## src/rtl/totient_seq_engine.sv

```systemverilog
// Iterative Euler-totient engine: counts k in 1..n coprime to n using subtractive Euclid.
// Optional macro TOTIENT_PRIME_FLAG_EN adds the is_prime output.
module totient_seq_engine #(
    parameter int WIDTH = 5
) (
    input  logic             clk_0,
    input  logic             R,
    input  logic             start,
    input  logic [WIDTH-1:0] n_in,
    output logic             busy,
    output logic             done,
    output logic [WIDTH-1:0] phi_out,
`ifdef TOTIENT_PRIME_FLAG_EN
    output logic             is_prime,
`endif
    output logic             err
);

    typedef enum logic [2:0] {
        IDLE,
        LOAD,
        GCD,
        CHECK,
        DONE
    } state_t;

    state_t state, state_next;

    logic [WIDTH-1:0] n, k, a, b, cnt;
    logic [WIDTH-1:0] cnt_inc;

    // Count value including the current CHECK's contribution, so phi_out is valid during done.
    assign cnt_inc = (a == WIDTH'(1)) ? cnt + WIDTH'(1) : cnt;

    always_ff @(posedge clk_0) begin
        if (R) begin
            state <= IDLE;
        end else begin
            state <= state_next;
        end
    end

    always_comb begin
        state_next = state;
        busy       = (state != IDLE);
        done       = (state == DONE);
        case (state)
            IDLE: begin
                if (start) begin
                    state_next = (n_in == '0) ? DONE : LOAD;
                end
            end
            LOAD:  state_next = GCD;
            GCD: begin
                if (a == b) begin
                    state_next = CHECK;
                end
            end
            CHECK: state_next = (k == n) ? DONE : LOAD;
            DONE:  state_next = IDLE;
            default: state_next = IDLE;
        endcase
    end

    always_ff @(posedge clk_0) begin
        if (R) begin
            n        <= '0;
            k        <= '0;
            a        <= '0;
            b        <= '0;
            cnt      <= '0;
            phi_out  <= '0;
            err      <= 1'b0;
`ifdef TOTIENT_PRIME_FLAG_EN
            is_prime <= 1'b0;
`endif
        end else begin
            case (state)
                IDLE: begin
                    if (start) begin
                        cnt <= '0;
                        if (n_in != '0) begin
                            n   <= n_in;
                            k   <= WIDTH'(1);
                            err <= 1'b0;
                        end else begin
                            err      <= 1'b1;
                            phi_out  <= '0;
`ifdef TOTIENT_PRIME_FLAG_EN
                            is_prime <= 1'b0;
`endif
                        end
                    end
                end
                LOAD: begin
                    a <= n;
                    b <= k;
                end
                GCD: begin
                    if (a > b) begin
                        a <= a - b;
                    end else if (a < b) begin
                        b <= b - a;
                    end
                end
                CHECK: begin
                    cnt <= cnt_inc;
                    // k is compared before incrementing, so it never passes n and never wraps.
                    if (k == n) begin
                        phi_out  <= cnt_inc;
`ifdef TOTIENT_PRIME_FLAG_EN
                        is_prime <= (n >= WIDTH'(2)) && (cnt_inc == n - WIDTH'(1));
`endif
                    end else begin
                        k <= k + WIDTH'(1);
                    end
                end
                default: begin
                end
            endcase
        end
    end

endmodule

```

## config.mk

```make
export PLATFORM = sky130hd
export DESIGN_NAME = totient_seq_engine
export DESIGN_NICKNAME = d
export VERILOG_FILES = /design/src/rtl/totient_seq_engine.sv
export SDC_FILE = /design/constraint.sdc
export NUM_CORES = 1
export LEC_CHECK = 0
export CAP_MARGIN = 40
export CORE_MARGIN = 3
export CORE_UTILIZATION = 53
export DETAILED_ROUTE_END_ITERATION = 7
export PLACE_DENSITY = 0.76
export REMOVE_ABC_BUFFERS = 1
export SLEW_MARGIN = 10
export SYNTH_ARGS = -nofsm -noshare
export SYNTH_HDL_FRONTEND = slang
export SYNTH_SLANG_ARGS = --single-unit
```

## constraint.sdc

```tcl
create_clock -name clk_0 -period 1.9 [get_ports clk_0]
set_input_delay 0.38 -clock clk_0 [delete_from_list [all_inputs] [get_ports clk_0]]
set_output_delay 0.38 -clock clk_0 [all_outputs]
set_load 0.01 [all_outputs]
```

==> impl_metrics.csv, run 1 <==
group,metric,value,unit
yosys,ys_warn_count,0,
yosys,synth_edf_count,0,
placed_design,gp_congestion,0.875,
clock_network,cts.sinks,34,
sta,slew_headroom,74.2,%
worst_setup_path,start_kind,"flip-flop",
sta,period_minus_slack,1.84,ns
min_path,min_path_cells,2,
power_and_ir_drop,internal_power,2270,µW
yosys,synthArstFlopShare,0,%
clock_network,cts_made_buffers,5,
sta,max_freq,542,MHz
min_path,min_from,"err",
worst_setup_path,rrSetupSlack,0.06,ns
sta,hold_viol_final,0,
worst_setup_path,regToRegStartpoint,"b[1]",
sta,holdWs,0.466,ns
routing,ant_nets,0,
worst_setup_path,path_class,"flip-flop to flip-flop",
routing,wl_per_cell,15.5,µm
global_route,antenna_found_initial,0,
layout,area_growth,26.8,%
sta,worstMarginPinSlew,0.384,ns
yosys,synth_area,2160,µm²
global_route,grt_max_degree,13,
min_path,min_to,"err",
yosys,yosysSeqAreaShare,31.6,%
sta,slew_violations,0,
power_and_ir_drop,seq_power_share,25.9,%
global_route,grt_pass1_vias,1870,
clock_network,clockBufferDepth,2,
sta,rsz0062_at_grt,"yes",
global_route,grt_pass1_wl,8730,µm
die,io_pins,16,
sta,min_period_over_period,97.1,%
run,maxCapViolations,0,
power_and_ir_drop,ir_drop,0.809,mV
layout,nets,315,
yosys,syn-mean-instance-area,8.62,µm²
sta,fin_setup_tns,0,ns
clock_network,cts_tree,"done",
sta,fin_ws,0.0557,ns
worst_setup_path,crit_arrival,2.04,ns
yosys,ys.flop_type,"dfxtp_1",
routing,first_pass_iters,4,
placed_design,dp_hpwl,3940,µm
die,start_util,56.8,%
routing,vias_per_cell,5.86,
global_route,grt_overflow_total,0,
layout,antennaDiodeCount,0,
sta,setup_viol,0,
layout,layout-drive-gt1-share,24.1,%
power_and_ir_drop,power.density,1400,nW/µm²
die,die_x,69.8,µm
worst_setup_path,endpoint_kind,"flip-flop",
worst_setup_path,reg2reg_to,"b[1]",
power_and_ir_drop,leakage,0.00109,µW
routing,drt_iter0_drc,111,
die,die_h,69.8,µm
global_route,grt_util_all_layers,22.3,%
routing,vias,2003,
yosys,synthesis.instances,250,
die,core,3800,µm²
yosys,synth_seq_cells,34,
clock_network,postCtsHoldBufs,0,
placed_design,pre_cts_slack,-0.231,ns
clock_network,htreeDepth,2,
power_and_ir_drop,switching_share,40.4,%
worst_setup_path,r2r_cells,8,
power_and_ir_drop,clockPowerShare,17.8,%
yosys,synth.distinct_cells,55,
sta,clock_skew,0.00573,ns
worst_setup_path,cp.required,2.10,ns
worst_setup_path,path_max_fanout,4,
clock_network,worst_skew_pair.late_latency,0.29,ns
power_and_ir_drop,combPwrFrac,56.2,%
die,rows,22,
placed_design,portBuffers,15,
routing,drc,0,
clock_network,clk_pin_slew,0.07,ns
status,status,"completed",
routing,wirelength,5310,µm
min_path,min_path_type,"flip-flop to flip-flop",
die,dieArea,4870,µm²
power_and_ir_drop,switchingPower,1540,µW
clock_network,cts_root_buf,"clkbuf_8",
[cells in the mapped netlist, drive strengths merged (2+ instances only)]
cell | instances | area (µm²)
and2 | 4 | 25.0
or3 | 3 | 18.8
ha | 11 | 138
inv | 16 | 60.1
fa | 2 | 40.0
nand2b | 2 | 12.5
a21o | 4 | 30.0
o31ai | 5 | 37.5
a21oi | 18 | 90.1
nand3 | 9 | 50.1
a41o | 4 | 40.0
nor2 | 13 | 56.3
o21a | 3 | 22.5
nand4 | 5 | 31.3
a2111oi | 2 | 30.0
nor3b | 3 | 33.8
clkbuf | 4 | 15.0
buf | 8 | 53.8
xor2 | 6 | 52.6
o21ai | 11 | 58.8
xnor2 | 9 | 78.8
a211oi | 7 | 52.6
nand2 | 29 | 116
a31oi | 4 | 31.3
o211ai | 4 | 30.0
nor3 | 5 | 25.0
dfxtp | 34 | 681
mux2i | 8 | 80.1
[worst max path at each step]
stage,startpoint,to,slack (ns)
2_1_floorplan,a[1],b[0],0.003
4_1_cts,a[3],a[1],0.007
5_1_grt,b[1],b[4],-0.03
3_5_place_dp,n_in[1],phi_out[0],-0.23
3_3_place_gp,n_in[1],phi_out[1],-0.19
6_report,b[1],b[1],0.06
[power groups by stage]
| stage | clock [µW] | sequential [µW] | combinational, µW |
|---|---|---|---|
| 6_report | 680 | 989 | 2140 |
| 3_5_place_dp | 0 | 991 | 1910 |
| 2_1_floorplan | 0 | 977 | 1270 |
| 4_1_cts | 692 | 985 | 1960 |
| 3_3_place_gp | 0 | 985 | 1880 |
| 5_1_grt | 716 | 1010 | 2350 |
[registers in the layout, summed over array words and instances (netlist names)]
signal / count
phi_out: 5
err: 1
state: 3
a: 5
k: 5
cnt: 5
n: 5
b: 5
[cells by family (layout without fill, tap and decap cells)]
| logic type | Yosys count | in the layout | synth area share [%] |
|---|---|---|---|
| AOI/OAI and AO/OA | 69 | 69 | 22.6 |
| xor gates and xnor gates | 15 | 15 | 6.09 |
| buffers and inverters | 29 | 73 | 6.15 |
| and+or+nand+nor | 81 | 81 | 21.1 |
| DFF | 34 | 34 | 31.6 |
| muxes | 9 | 9 | 4.24 |
| adders and majority gates | 13 | 13 | 8.24 |
[critical path: stages (launching register included)]
cell and delay, ns:
dfxtp_1 0.42, inv_1 0.11, ha_1 0.20, nor2_1 0.17, a21oi_1 0.11, o41ai_2 0.27, buf_4 0.19, a21oi_1 0.06
a211oi_1 0.22
[layout make-up]
| class | instances | area (µm²) |
|---|---|---|
| Clock inverter | 1 | 30.0 |
| Fill cell | 303 | 1070 |
| Multi-Input combinational cell | 187 | 1410 |
| Inverter | 17 | 63.8 |
| Clock buffer | 6 | 82.6 |
| Timing Repair Buffer | 49 | 404 |
| Tap cell | 48 | 60.1 |
| Sequential cell | 34 | 684 |
[through the flow]
step                util (%)  std cells  power (µW)  area (µm²)
floorplan                  -        238        2250        2090
global placement        66.8        333        2860        2540
detailed placement      66.8        333        2900        2540
CTS                     70.1        340        3640        2660
global route            71.9        342        4070        2730
finish                  71.9        342        3810        2730
[routing by layer]
| metal | track usage (%) | vias to the layer above | part of all wire [%] |
|---|---|---|---|
| met5 | 0 | - | 0 |
| met4 | 8.72 | 0 | 2.3 |
| met3 | 4.20 | 11 | 6.5 |
| met2 | 35.3 | 71 | 46 |
| met1 | 30.0 | 935 | 45 |
| li1 | - | 986 | - |
[layout by cell type (no fill, tap or decap), types with 7 or more instances in the layout]
cell type and count:
ha_1 9, a21oi_1 17, buf_4 34, nand2_1 28, xnor2_1 9, mux2i_1 8, nand3_1 7, inv_1 15
clkdlybuf4s50_1 14, nor2_1 12, dfxtp_1 31
[repair_timing]
| item | CTS | global route |
|---|---|---|
| resized for setup | 7 | 12 |
| endpoints found under the setup margin | 4 | 10 |
| buffers inserted | 0 | 2 |
| pin swaps | 0 | 3 |
Note: power is estimated with default switching activity, not from simulation.
==> run 2, diff against run 1 <==
==> constraint.sdc (replaced) <==
create_clock -name clk_0 -period 1.6 [get_ports clk_0]
set_input_delay 0.32 -clock clk_0 [delete_from_list [all_inputs] [get_ports clk_0]]
set_output_delay 0.32 -clock clk_0 [all_outputs]
set_load 0.01 [all_outputs]
==> run 2 against run 1 <==
Net effect:
- the run now ends with negative setup slack left
- first-iteration DRC count grew to 3.0 times the previous value
- clock skew is 0.0015 ns higher
- core utilization is 18 points higher
- non-clock buffer count is 41 higher
- clock power is 2% higher
- final area is 25% higher
- largest cell class unchanged
- highest routed layer unchanged
==> impl_metrics.csv, run 2 (same netlist as run 1, synthesis figures left out) <==
group,metric,value,unit
status,status,"finished with violations",
status,violations,"negative setup slack",
sta,hold_viol_final,0,
sta,min_period_over_period,114,%
sta,slew_violations,0,
worst_setup_path,r2r_cells,7,
layout,layout-drive-gt1-share,48.5,%
clock_network,clk_pin_slew,0.07,ns
clock_network,clockBufferDepth,2,
global_route,grt_pass1_wl,11900,µm
routing,wirelength,8640,µm
layout,final_common_cell,"buf_4",
sta,clock_skew,0.00727,ns
sta,worstMarginPinSlew,0.405,ns
die,die_x,69.8,µm
min_path,min_to,"n[1]",
sta,slew_headroom,72.9,%
sta,fin_ws,-0.230,ns
placed_design,dpl-instance-area,2760,µm²
global_route,grt_max_degree,12,
power_and_ir_drop,power.density,1840,nW/µm²
clock_network,postCtsHoldBufs,0,
routing,ant_nets,0,
layout,area_growth,58.6,%
worst_setup_path,crit_arrival,2.01,ns
worst_setup_path,path_class,"flip-flop to flip-flop",
worst_setup_path,cp.required,1.78,ns
clock_network,cts_made_buffers,5,
clock_network,cts_root_buf,"clkbuf_8",
placed_design,gp_congestion,0.856,
routing,drt_iter0_drc,330,
sta,holdWs,0.361,ns
clock_network,cts.sinks,34,
global_route,antenna_found_initial,0,
power_and_ir_drop,leakage,0.00132,µW
worst_setup_path,regToRegStartpoint,"a[1]",
layout,fin_util,90.0,%
placed_design,portBuffers,15,
sta,period_minus_slack,1.83,ns
die,dieArea,4870,µm²
routing,vias,2480,
layout,mostFrequentLayoutCells,"buf_4 (63), nand2_1 (25), dfxtp_1 (22)",
global_route,grt_util_all_layers,31.0,%
worst_setup_path,reg2reg_to,"a[4]",
die,rows,22,
die,start_util,56.8,%
die,io_pins,16,
sta,rsz0062_at_grt,"yes",
clock_network,htreeDepth,2,
run,maxCapViolations,0,
worst_setup_path,rrSetupSlack,-0.23,ns
clock_network,cts_tree,"done",
routing,vias_per_cell,6.46,
sta,setup_viol,15,
routing,drc,0,
min_path,min_from,"n_in[1]",
global_route,grt_pass1_vias,2388,
global_route,grt_overflow_total,0,
die,core,3800,µm²
layout,nets,356,
routing,wl_per_cell,22.5,µm
min_path,min_path_cells,3,
layout,antennaDiodeCount,0,
sta,max_freq,546,MHz
layout,final_area,3420,µm²
worst_setup_path,start_kind,"flip-flop",
placed_design,dp_hpwl,4310,µm
worst_setup_path,path_max_fanout,3,
routing,first_pass_iters,5,
die,die_h,69.8,µm
worst_setup_path,endpoint_kind,"flip-flop",
min_path,min_path_type,"input port to flip-flop",
clock_network,worst_skew_pair.late_latency,0.30,ns
power_and_ir_drop,ir_drop,1.20,mV
==> run 2: how the worst max path moves through the flow <==
stage	start	end	slack, ns	cells past startpoint
4_1_cts	b[0]	b[4]	-0.15	9
3_3_place_gp	n_in[1]	phi_out[1]	-0.42	6
5_1_grt	b[0]	b[4]	-0.29	9
6_report	a[1]	a[4]	-0.23	7
3_5_place_dp	n_in[1]	phi_out[1]	-0.45	6
2_1_floorplan	a[1]	b[0]	-0.30	7
==> run 2: layer usage <==
metal / GRT usage [%] / wire, µm / vias to the layer above
met5: 0 / 0 / -
met4: 13.2 / 382 / 0
met3: 7.68 / 937 / 44
met2: 51.5 / 4000 / 194
met1: 37.9 / 3320 / 1171
li1: - / - / 1071
==> run 2: what timing repair did <==
item / 4_1_cts / 5_1_grt
endpoints found under the setup margin: 28 / 30
pin swaps: 39 / 21
setup buffers: 6 / 7
gates resized for setup: 84 / 41
==> run 2: layout make-up <==
cell class,instances,area (µm²)
Multi-Input combinational cell,187,1740
Inverter,17,71.3
Clock inverter,1,5.00
Tap cell,48,60.1
Sequential cell,34,708
Fill cell,157,380
Timing Repair Buffer,90,751
Clock buffer,7,86.3
==> run 2: critical path, stage by stage (launching register included) <==
cell     delay, ns
dfxtp_4       0.37
buf_4         0.15
buf_4         0.13
fa_2          0.43
a31oi_4       0.16
xnor2_1       0.08
mux2i_1       0.25
a21oi_1       0.13
==> run 2: metrics by stage <==
stage,total power (µW),cells,setup TNS [ns],worst slack [ns]
final,6300,384,-1.94,-0.230
after global routing,6540,384,-2.63,-0.289
after CTS,5330,377,-0.625,-0.155
after detailed placement,3830,363,-8.59,-0.450
after global placement,3770,363,-7.90,-0.421
after floorplan,2670,238,-2.45,-0.297
==> run 2: where the power goes <==
group / leakage, µW / switching, µW / internal [µW] / total (µW)
Sequential: 0.000283 / 183 / 1030 / 1210
Clock: 0.0000482 / 343 / 348 / 691
Combinational: 0.000993 / 2260 / 2140 / 4390
